## config.mk

```make
export PLATFORM = sky130hd
export DESIGN_NAME = failover_ctrl
export DESIGN_NICKNAME = d
export VERILOG_FILES = /design/src/rtl/fdu_pkg.sv /design/src/rtl/unit_recovery.sv /design/src/rtl/failover_ctrl.sv
export SDC_FILE = /design/constraint.sdc
export NUM_CORES = 1
export LEC_CHECK = 0
export CORE_UTILIZATION = 39
export DETAILED_ROUTE_END_ITERATION = 10
export GPL_TIMING_DRIVEN = 0
export SYNTH_ARGS = -nofsm -noshare
export SYNTH_HDL_FRONTEND = slang
export SYNTH_HIERARCHICAL = 1
export SYNTH_SLANG_ARGS = --single-unit
```

## constraint.sdc

```tcl
create_clock -name clk -period 2.5 [get_ports clk]
set_input_delay 0.375 -clock clk [delete_from_list [all_inputs] [get_ports clk]]
set_output_delay 0.375 -clock clk [all_outputs]
set_load 0.01 [all_outputs]
```

## src/rtl/fdu_pkg.sv

```systemverilog
`default_nettype none
// ============================================================================
// Module      : fdu_pkg
// Description : Shared definitions for the fault detection unit: per-unit
//               recovery state encodings, unit count, counter widths and a
//               lowest-index priority helper.
// Revision    : 1.0 - initial release
// ============================================================================
package fdu_pkg;

    localparam int N_UNITS = 3;
    localparam int CNT_W   = 24;
    localparam int SEL_W   = 2;

    // Per-unit recovery FSM encodings
    localparam logic [2:0] ST_WAIT_UP   = 3'd0;
    localparam logic [2:0] ST_QUALIFY   = 3'd1;
    localparam logic [2:0] ST_READY     = 3'd2;
    localparam logic [2:0] ST_RESETTING = 3'd3;
    localparam logic [2:0] ST_LOCKED    = 3'd4;

    // Index of the lowest set bit; 0 when the vector is empty
    function automatic logic [SEL_W-1:0] lowest_set(input logic [N_UNITS-1:0] vec);
        logic [SEL_W-1:0] idx;
        idx = '0;
        for (int i = N_UNITS - 1; i >= 0; i--) begin
            if (vec[i]) begin
                idx = SEL_W'(i);
            end
        end
        return idx;
    endfunction

endpackage
`default_nettype wire

```

## src/rtl/unit_recovery.sv

```systemverilog
`default_nettype none
// ============================================================================
// Module      : unit_recovery
// Description : Qualification and recovery sequencer for one redundant unit.
//               Tracks watchdog health, qualifies the unit after HOLDOFF
//               healthy samples, issues RESET_CYCLES-wide recovery resets and
//               locks the unit out after repeated failures.
//               Config macro FAILOVER_AUTO_RECOVER_EN: when defined, faults
//               retry through a recovery reset and WAIT_UP times out; when
//               undefined, every fault locks the unit.
// Revision    : 1.0 - initial release
// ============================================================================
module unit_recovery
    import fdu_pkg::*;
#(
    parameter int unsigned HOLDOFF      = 1000,
    parameter int unsigned RESET_CYCLES = 16,
    parameter int unsigned UP_TIMEOUT   = 13000000,
    parameter int unsigned MAX_RETRIES  = 3
) (
    input  logic clk,
    input  logic reset,
    input  logic health,
    input  logic lock_clear,
    output logic unit_reset,
    output logic ready,
    output logic locked
);

    localparam int c_RETRY_W = ($clog2(MAX_RETRIES + 1) > 2) ? $clog2(MAX_RETRIES + 1) : 2;

    localparam logic [CNT_W:0]         c_HOLDOFF     = (CNT_W + 1)'(HOLDOFF);
    localparam logic [CNT_W:0]         c_RESET_CYC   = (CNT_W + 1)'(RESET_CYCLES);
    localparam logic [CNT_W:0]         c_UP_TIMEOUT  = (CNT_W + 1)'(UP_TIMEOUT);
    localparam logic [c_RETRY_W-1:0]   c_MAX_RETRIES = c_RETRY_W'(MAX_RETRIES);

    logic [2:0]           r_state;
    logic [CNT_W-1:0]     r_cnt;
    logic [c_RETRY_W-1:0] r_retries;

    logic [2:0]           w_state_nxt;
    logic [CNT_W-1:0]     w_cnt_nxt;
    logic [c_RETRY_W-1:0] w_retries_nxt;
    logic [CNT_W:0]       w_cnt_inc;
    logic                 w_fault;

    assign w_cnt_inc = {1'b0, r_cnt} + 1'b1;

    // Next-state, counter and retry bookkeeping for the unit
    always_comb begin
        w_state_nxt   = r_state;
        w_cnt_nxt     = r_cnt;
        w_retries_nxt = r_retries;
        w_fault       = 1'b0;

        case (r_state)
            ST_WAIT_UP: begin
                if (health) begin
                    if (HOLDOFF <= 1) begin
                        w_state_nxt = ST_READY;
                        w_cnt_nxt   = '0;
                    end else begin
                        w_state_nxt = ST_QUALIFY;
                        w_cnt_nxt   = CNT_W'(1);
                    end
                end else begin
                    // Saturate at the timeout so the count never wraps
                    if (w_cnt_inc <= c_UP_TIMEOUT) begin
                        w_cnt_nxt = w_cnt_inc[CNT_W-1:0];
                    end
`ifdef FAILOVER_AUTO_RECOVER_EN
                    if (w_cnt_inc >= c_UP_TIMEOUT) begin
                        w_fault = 1'b1;
                    end
`endif
                end
            end
            ST_QUALIFY: begin
                if (!health) begin
                    w_state_nxt = ST_WAIT_UP;
                    w_cnt_nxt   = '0;
                end else if (w_cnt_inc >= c_HOLDOFF) begin
                    w_state_nxt = ST_READY;
                    w_cnt_nxt   = '0;
                end else begin
                    w_cnt_nxt   = w_cnt_inc[CNT_W-1:0];
                end
            end
            ST_READY: begin
                if (!health) begin
                    w_fault = 1'b1;
                end
            end
            ST_RESETTING: begin
                if (w_cnt_inc >= c_RESET_CYC) begin
                    w_state_nxt = ST_WAIT_UP;
                    w_cnt_nxt   = '0;
                end else begin
                    w_cnt_nxt   = w_cnt_inc[CNT_W-1:0];
                end
            end
            ST_LOCKED: begin
                if (lock_clear) begin
                    w_state_nxt   = ST_RESETTING;
                    w_cnt_nxt     = '0;
                    w_retries_nxt = '0;
                end
            end
            default: begin
                w_state_nxt = ST_WAIT_UP;
                w_cnt_nxt   = '0;
            end
        endcase

        // Faults are counted in every build; only auto-recovery lets the
        // count steer the unit back through a recovery reset.
        if (w_fault) begin
            w_cnt_nxt = '0;
            if (r_retries < c_MAX_RETRIES) begin
                w_retries_nxt = r_retries + 1'b1;
`ifdef FAILOVER_AUTO_RECOVER_EN
                w_state_nxt   = ST_RESETTING;
`else
                w_state_nxt   = ST_LOCKED;
`endif
            end else begin
                w_state_nxt   = ST_LOCKED;
            end
        end
    end

    // State, counters and registered status outputs
    always_ff @(posedge clk or posedge reset) begin
        if (reset) begin
            r_state    <= ST_WAIT_UP;
            r_cnt      <= '0;
            r_retries  <= '0;
            unit_reset <= 1'b0;
            ready      <= 1'b0;
            locked     <= 1'b0;
        end else begin
            r_state    <= w_state_nxt;
            r_cnt      <= w_cnt_nxt;
            r_retries  <= w_retries_nxt;
            unit_reset <= (w_state_nxt == ST_RESETTING);
            ready      <= (w_state_nxt == ST_READY);
            locked     <= (w_state_nxt == ST_LOCKED);
        end
    end

endmodule
`default_nettype wire

```

## src/rtl/failover_ctrl.sv

```systemverilog
`default_nettype none
// ============================================================================
// Module      : failover_ctrl
// Description : Three-unit redundancy controller. One unit_recovery per unit
//               plus a non-preemptive active-unit selector with a one-cycle
//               switch event on every selection change.
//               Config macro FAILOVER_AUTO_RECOVER_EN (see unit_recovery).
// Revision    : 1.0 - initial release
// ============================================================================
module failover_ctrl
    import fdu_pkg::*;
#(
    parameter int unsigned HOLDOFF      = 1000,
    parameter int unsigned RESET_CYCLES = 16,
    parameter int unsigned UP_TIMEOUT   = 13000000,
    parameter int unsigned MAX_RETRIES  = 3
) (
    input  logic               clk,
    input  logic               reset,
    input  logic [N_UNITS-1:0] health,
    input  logic [N_UNITS-1:0] lock_clear,
    output logic [N_UNITS-1:0] unit_reset,
    output logic [N_UNITS-1:0] ready,
    output logic [N_UNITS-1:0] locked,
    output logic [SEL_W-1:0]   active_sel,
    output logic               active_valid,
    output logic               switch_evt
);

    logic [SEL_W-1:0] r_active_sel;
    logic             r_active_valid;
    logic             r_switch_evt;
    logic [SEL_W-1:0] w_sel_nxt;
    logic             w_valid_nxt;

    generate
        for (genvar gi = 0; gi < N_UNITS; gi++) begin : g_unit
            unit_recovery #(
                .HOLDOFF      (HOLDOFF),
                .RESET_CYCLES (RESET_CYCLES),
                .UP_TIMEOUT   (UP_TIMEOUT),
                .MAX_RETRIES  (MAX_RETRIES)
            ) u_unit (
                .clk        (clk),
                .reset      (reset),
                .health     (health[gi]),
                .lock_clear (lock_clear[gi]),
                .unit_reset (unit_reset[gi]),
                .ready      (ready[gi]),
                .locked     (locked[gi])
            );
        end
    endgenerate

    // Re-select only when nothing is active or the active unit lost ready
    always_comb begin
        w_sel_nxt   = r_active_sel;
        w_valid_nxt = r_active_valid;
        if (!r_active_valid || !ready[r_active_sel]) begin
            if (|ready) begin
                w_sel_nxt   = lowest_set(ready);
                w_valid_nxt = 1'b1;
            end else begin
                w_valid_nxt = 1'b0;
            end
        end
    end

    // Selection registers and the change pulse
    always_ff @(posedge clk or posedge reset) begin
        if (reset) begin
            r_active_sel   <= '0;
            r_active_valid <= 1'b0;
            r_switch_evt   <= 1'b0;
        end else begin
            r_active_sel   <= w_sel_nxt;
            r_active_valid <= w_valid_nxt;
            r_switch_evt   <= (w_sel_nxt != r_active_sel) || (w_valid_nxt != r_active_valid);
        end
    end

    assign active_sel   = r_active_sel;
    assign active_valid = r_active_valid;
    assign switch_evt   = r_switch_evt;

endmodule
`default_nettype wire
```

==> flow_summary_export.csv, run 1 <==
group,metric,value,unit
status,status,"finished with violations",
status,failed_checks,"setup timing",
clocking,clkTransAtPathRegs,0.08,ns
pwr,total_power,8.22,mW
timing,setup_tns,-38.53,ns
setup_path,path_max_fanout,8,
place,dp_hpwl,16600,um
clocking,tritoncts,"built",
floorplan,dieArea,0.0207,mm^2
grt,grt_pass1_wl,43700,um
route,route.antenna.remaining_nets,0,
pwr,ir_drop,526,uV
place,placed_cells,1255,
yosys,synth_seq_cells,94,
setup_path,path_cells,"buf_4 -> and2_2 -> xnor2_1 -> nand4_1 -> nor4_4 -> nand4_1 -> o21ai_1 -> o21ai_2 -> buf_6 -> buf_8 -> buf_12 -> o211ai_1 -> o31ai_4",
route,drtIter0Drc,914,
yosys,synth_nets,981,
setup_path,setup.worst_path.class,"reg -> reg",
yosys,ys_seq_area_frac,0.299,
setup_path,end_kind,"flip-flop",
yosys,synthTopCellsByCount,"94 x dfrtp_1, 79 x nand2_1, 70 x nand3_1",
yosys,syn_avg_cell_area,8.10,um^2
yosys,synth_edf_count,0,
floorplan,rows,51,
setup_path,slowest_delay,0.45,ns
setup_path,worstReg2RegStart,"g_unit[1].u_unit/r_cnt[1]",
route,routed_wl,29800,um
final_layout,design_area,0.0126,mm^2
timing,setup_ws,-0.671,ns
yosys,synth.most_common_cell,"dfrtp_1",
route,dr.pass1.iters,6,
floorplan,core_area,0.0196,mm^2
clocking,cts.sinks,94,
yosys,synth_async_sr_flop_share,1.00,
yosys,synth_top_cell_area_share,0.299,
yosys,yosys-top-cells-area,"dfrtp_1 30%, nand3_1 4.5%, o31ai_4 4.1%, o21ai_0 3.8%, nand2_1 3.8%",
grt,grt_pass1_vias,8111,
floorplan,start_util,0.401,
timing,fin_crit_sh,1.27,
route,drt-wirelength-per-cell,20.9,um
timing,rsz0062_at_grt,"true",
route,route.detailed.drc,0,
yosys,syn_inst,970,
setup_path,r2r_slack,-0.67,ns
timing,finalHoldWorstSlack,0.395,ns
clocking,cts_hold_buffers,0,
setup_path,crit_path_frequent_cell,"nand4_1",
timing,timing.final.hold_violations,0,
timing,worst_pin_slew,1.05,ns
floorplan,io_pins,21,
grt,grt_usage,0.272,
pwr,power.leakage,4.96,nW
route,viasPerCell,6.24,
grt,grt_max_degree,31,
final_layout,syn_to_final_growth,59.9,%
clocking,cts_made_buffers,9,
place,place_ws,-0.928,ns
timing,max_freq,315,MHz
yosys,synth-main-ff-cell,"dfrtp_1",
final_layout,n_antenna_cell,0,
final_layout,nFillCells,1432,
setup_path,critPathSlowestCell,"dfrtp_2",
floorplan,die_y,144,um
pwr,power_density,654,mW/mm^2
place,placed_area,0.00879,mm^2
setup_path,reg2regPathDepth,13,
timing,report.final.slew_viol_count,0,
flow_run,max_cap_violations,0,
hold_path,min_path_type,"in -> async",
route,vias,8909,
final_layout,utilization,0.642,
floorplan,die_w,144,um
setup_path,r2r_end,"g_unit[1].u_unit/r_cnt[19]",
timing,finalClockSkew,0.00962,ns
yosys,synth_top_area_cell,"dfrtp_1",
timing,setup_viol,81,
setup_path,worstPathRequired,2.74,ns
clocking,cts_root_buf,"clkbuf_16",
yosys,synth_area,0.00786,mm^2
grt,grt-ovfl-total,0,
final_layout,fin_nets,1169,
clocking,htreeDepth,3,
place,io_buffers,20,
yosys,ys_types,62,
final_layout,layout-drive-gt1-share,0.453,
clocking,clkLatencyLatePin,0.36,ns
setup_path,start_kind,"flip-flop",
yosys,ys.warnings.count,6,
final_layout,instances_no_fill,1428,
setup_path,cp.arrival,3.41,ns
grt,grt_antenna_before_repair,0,
place,globalplace.congestion,0.948,
timing,min_period,3.17,ns
clocking,clockBufferDepth,2,
timing,slew_headroom,0.301,
## report_power, final
group	internal [mW]	leakage [nW]	total (mW)	switching, mW
clock	0.810	0.141	1.48	0.672
combinational	2.27	3.55	4.92	2.65
sequential	1.68	1.27	1.81	0.137
total	4.76	4.96	8.22	3.46
## cells in the final DEF (no fill, tap or decap), types with 13 or more instances in the layout
| cell type | instances |
|---|---|
| buf_4 | 109 |
| dfrtp_1 | 79 |
| nand2_1 | 64 |
| nor2_1 | 57 |
| nand3_1 | 56 |
| buf_6 | 50 |
| a21oi_1 | 35 |
| inv_1 | 33 |
| o21ai_1 | 25 |
| o31ai_4 | 24 |
| nand4_1 | 24 |
| o211ai_1 | 24 |
| clkbuf_1 | 23 |
| o21ai_2 | 22 |
| nor4_4 | 20 |
| xnor2_1 | 20 |
| clkdlybuf4s50_1 | 20 |
| buf_12 | 19 |
| nand2b_1 | 18 |
| a21oi_2 | 15 |
| a21o_1 | 15 |
| dfrtp_2 | 15 |
| nor3_1 | 13 |
| and3_1 | 13 |
| o21ai_0 | 13 |
## worst max path at each step
stage / from / to / slack, ns / cells past startpoint
floorplan: g_unit[0].u_unit/r_cnt[7] / g_unit[0].u_unit/r_cnt[23] / -0.11 / 12
global placement: g_unit[2].u_unit/r_cnt[0] / g_unit[2].u_unit/r_cnt[19] / -0.95 / 10
detailed placement: g_unit[0].u_unit/r_cnt[0] / g_unit[0].u_unit/r_cnt[22] / -0.93 / 10
CTS: g_unit[1].u_unit/r_cnt[6] / g_unit[1].u_unit/r_cnt[22] / -0.37 / 13
global route: g_unit[1].u_unit/r_cnt[0] / g_unit[1].u_unit/r_cnt[19] / -0.71 / 13
finish: g_unit[1].u_unit/r_cnt[1] / g_unit[1].u_unit/r_cnt[19] / -0.67 / 13
## kinds of logic (layout without fill, tap and decap cells)
kind of cell               Yosys count  after routing  share of synthesized area
AOI/OAI and AO/OA                  302            302                      0.281
xor gates and xnor gates            36             36                     0.0401
adders and majority gates            3              3                    0.00478
buffers and inverters              124            317                     0.0735
DFF                                 94             94                      0.299
muxes                                7              7                    0.00939
and+or+nand+nor                    404            404                      0.292
## state kept, by name (all words and copies together) (netlist names)
| register | count |
|---|---|
| g_unit.u_unit/r_cnt | 72 |
| active_valid | 1 |
| g_unit.u_unit/locked | 3 |
| g_unit.u_unit/unit_reset | 3 |
| active_sel | 2 |
| g_unit.u_unit/ready | 3 |
| g_unit.u_unit/r_state | 9 |
| switch_evt | 1 |
## final cells by class
class                   instances  area (um^2)  area share
repair buffers                188         1950       0.155
plain buffers                  76          696      0.0553
inverters                      37          139      0.0110
multi-input cells             752         6780       0.539
clock buffers                  10          239      0.0190
well taps                     265          332      0.0264
clock inverters                 6         70.1     0.00557
flip-flops and latches         94         2370       0.189
## layer usage
metal / global-route usage / part of all wire / vias up
li1: - / - / 4002
met1: 0.365 / 0.42 / 4340
met2: 0.431 / 0.48 / 454
met3: 0.0506 / 0.066 / 113
met4: 0.107 / 0.040 / 0
met5: 0 / 0 / -
## critical path: cells and delay by family (launching register included)
kind	cells	cell delay, ns
xor+xnor	1	0.16
compound gates	4	0.71
buf+inv	4	0.55
simple gates	4	1.18
flops	1	0.45
## what timing repair did
action | in CTS | in global routing
pin swaps | 84 | 82
setup endpoints to repair | 84 | 83
resized for setup | 266 | 179
setup buffers | 119 | 42
cloned | 8 | 2
(Power assumes the default switching activity.)
==> run 2, diff against run 1 <==
Settings changed: CTS_CLUSTER_DIAMETER from default to 30.
==> results of run 2 <==
Final layout, timing and power as in run 1 (identical DEF).
==> run 3, diff against run 2 <==
Settings changed: HOLD_SLACK_MARGIN from default to 0.05, SLEW_MARGIN from default to 15.
==> flow_summary_export.csv, run 3 (synthesis gave the netlist of run 1 again) <==
group,metric,value,unit
place,io_buffers,20,
pwr,power_density,656,mW/mm^2
timing,min_period,3.09,ns
grt,grt_usage,0.280,
timing,slew_headroom,0.291,
setup_path,cp.arrival,3.33,ns
clocking,cts_hold_buffers,0,
setup_path,critical_path_buf_inv_count,6,
setup_path,reg2regPathDepth,16,
setup_path,end_kind,"flip-flop",
final_layout,layout-drive-gt1-share,0.464,
setup_path,setup.worst_path.class,"reg -> reg",
final_layout,layout_common_cells,"114 x buf_4, 76 x dfrtp_1, 64 x nand2_1",
timing,max_freq,323,MHz
pwr,ir_drop,397,uV
grt,grt_pass1_vias,8260,
floorplan,die_w,144,um
setup_path,r2r_slack,-0.59,ns
clocking,cts.sinks,94,
clocking,clockBufferDepth,2,
setup_path,cp_top_family,"compound AO/OA/AOI/OAI gates",
floorplan,rows,51,
final_layout,fin_nets,1166,
clocking,cts_made_buffers,9,
route,viasPerCell,6.32,
route,drtIter0Drc,949,
grt,grt_max_degree,31,
status,status,"finished with violations",
grt,grt_pass1_wl,44800,um
timing,worst_pin_slew,1.06,ns
floorplan,dieArea,0.0207,mm^2
final_layout,final_common_cell,"buf_4",
grt,grt-ovfl-total,0,
setup_path,worstReg2RegStart,"g_unit[1].u_unit/r_cnt[0]",
final_layout,syn_to_final_growth,59.0,%
setup_path,slowest_delay,0.42,ns
final_layout,n_antenna_cell,0,
setup_path,worstPathRequired,2.73,ns
setup_path,critPathSlowestCell,"dfrtp_2",
route,vias,9010,
timing,rsz0062_at_grt,"true",
route,route.detailed.drc,0,
place,place_ws,-0.949,ns
final_layout,largest_reg_flops,72,
setup_path,path_max_fanout,7,
floorplan,start_util,0.401,
final_layout,nFillCells,1404,
route,dr.pass1.iters,6,
hold_path,min_path_type,"in -> async",
clocking,clkLatencyLatePin,0.36,ns
floorplan,die_y,144,um
route,route.antenna.remaining_nets,0,
timing,finalClockSkew,0.00849,ns
setup_path,path_cells,"ha_4 -> nand4_1 -> buf_6 -> clkbuf_16 -> buf_6 -> nor4_1 -> o21ai_0 -> o211ai_1 -> a21boi_1 -> o311a_1 -> o21ai_2 -> buf_4 -> nand2b_4 -> buf_12 -> buf_12 -> o22ai_2",
clocking,htreeDepth,3,
flow_run,max_cap_violations,0,
clocking,cts_root_buf,"clkbuf_16",
setup_path,r2r_end,"g_unit[1].u_unit/r_cnt[4]",
final_layout,reg_top3,"g_unit.u_unit/r_cnt x72, g_unit.u_unit/r_state x9",
timing,setup_ws,-0.592,ns
place,placed_area,0.00879,mm^2
status,failed_checks,"setup timing",
floorplan,io_pins,21,
clocking,clkTransAtPathRegs,0.08,ns
final_layout,design_area,0.0125,mm^2
route,drt-wirelength-per-cell,21.3,um
grt,grt_antenna_before_repair,0,
timing,timing.final.hold_violations,0,
place,dp_hpwl,16500,um
timing,report.final.slew_viol_count,0,
timing,fin_crit_sh,1.24,
place,globalplace.congestion,0.948,
clocking,tritoncts,"built",
timing,setup_viol,82,
setup_path,start_kind,"flip-flop",
final_layout,largest_register,"g_unit.u_unit/r_cnt",
pwr,power.leakage,4.93,nW
final_layout,utilization,0.638,
floorplan,core_area,0.0196,mm^2
route,routed_wl,30300,um
[run 3: cell count changes in the layout (fill, tap and decap cells not counted), sizes merged]
cell	previous run	this run
clkinv	4	0
inv	35	39
buf	201	198
bufinv	1	2
clkinvlp	3	2
[run 3: per-stage QoR]
stage          power, mW  cells  hold WS (ns)  setup TNS [ns]
3_3_place_gp        4.38   1255         0.530          -57.75
2_1_floorplan       3.61    970         0.141           -3.45
5_1_grt             8.52   1425         0.435          -38.00
6_report            8.20   1425         0.425          -30.81
3_5_place_dp        4.39   1255         0.534          -58.08
4_1_cts             7.65   1395         0.411          -18.27
[run 3: worst max path at each step]
stage	cells after the start	slack, ns	startpoint	to
floorplan	12	-0.11	g_unit[0].u_unit/r_cnt[7]	g_unit[0].u_unit/r_cnt[23]
global placement	10	-0.95	g_unit[2].u_unit/r_cnt[0]	g_unit[2].u_unit/r_cnt[19]
detailed placement	10	-0.95	g_unit[0].u_unit/r_cnt[0]	g_unit[0].u_unit/r_cnt[22]
CTS	15	-0.35	g_unit[1].u_unit/r_cnt[0]	g_unit[1].u_unit/r_cnt[8]
global route	16	-0.60	g_unit[1].u_unit/r_cnt[0]	g_unit[1].u_unit/r_cnt[8]
finish	16	-0.59	g_unit[1].u_unit/r_cnt[0]	g_unit[1].u_unit/r_cnt[4]
[run 3: worst register-to-register path, delay by kind of cell (launching register included)]
family	cells	cell delay (ns)
buffers and inverters	6	0.87
AO/OA/AOI/OAI	6	0.98
flip-flops	1	0.42
adder cells (fa/ha/maj)	1	0.18
AND/OR/NAND/NOR	3	0.51
[run 3: power breakdown]
| part | switching [mW] | internal, mW |
|---|---|---|
| registers | 0.140 | 1.68 |
| logic | 2.63 | 2.18 |
| clock network | 0.659 | 0.912 |
[run 3: routing by layer]
metal / track usage / vias to the layer above / wire length (um)
met5: 0 / - / 0
met4: 0.134 / 0 / 1330
met3: 0.0420 / 120 / 2300
met2: 0.437 / 484 / 14300
met1: 0.378 / 4386 / 12400
li1: - / 4020 / -
[run 3: final cells by class]
cell class / instances / area (um^2) / area share
clock buffers: 10 / 239 / 0.0191
repair buffers: 185 / 1850 / 0.148
flip-flops and latches: 94 / 2370 / 0.190
inverters: 37 / 139 / 0.0111
multi-input cells: 752 / 6740 / 0.539
well taps: 265 / 332 / 0.0265
clock inverters: 6 / 92.6 / 0.00741
plain buffers: 76 / 733 / 0.0587
[run 3: what timing repair did]
item / 4_1_cts / 5_1_grt
gates cloned: 8 / 1
endpoints found under the setup margin: 84 / 83
resized for setup: 307 / 125
pin swaps: 101 / 88
buffers inserted: 130 / 38
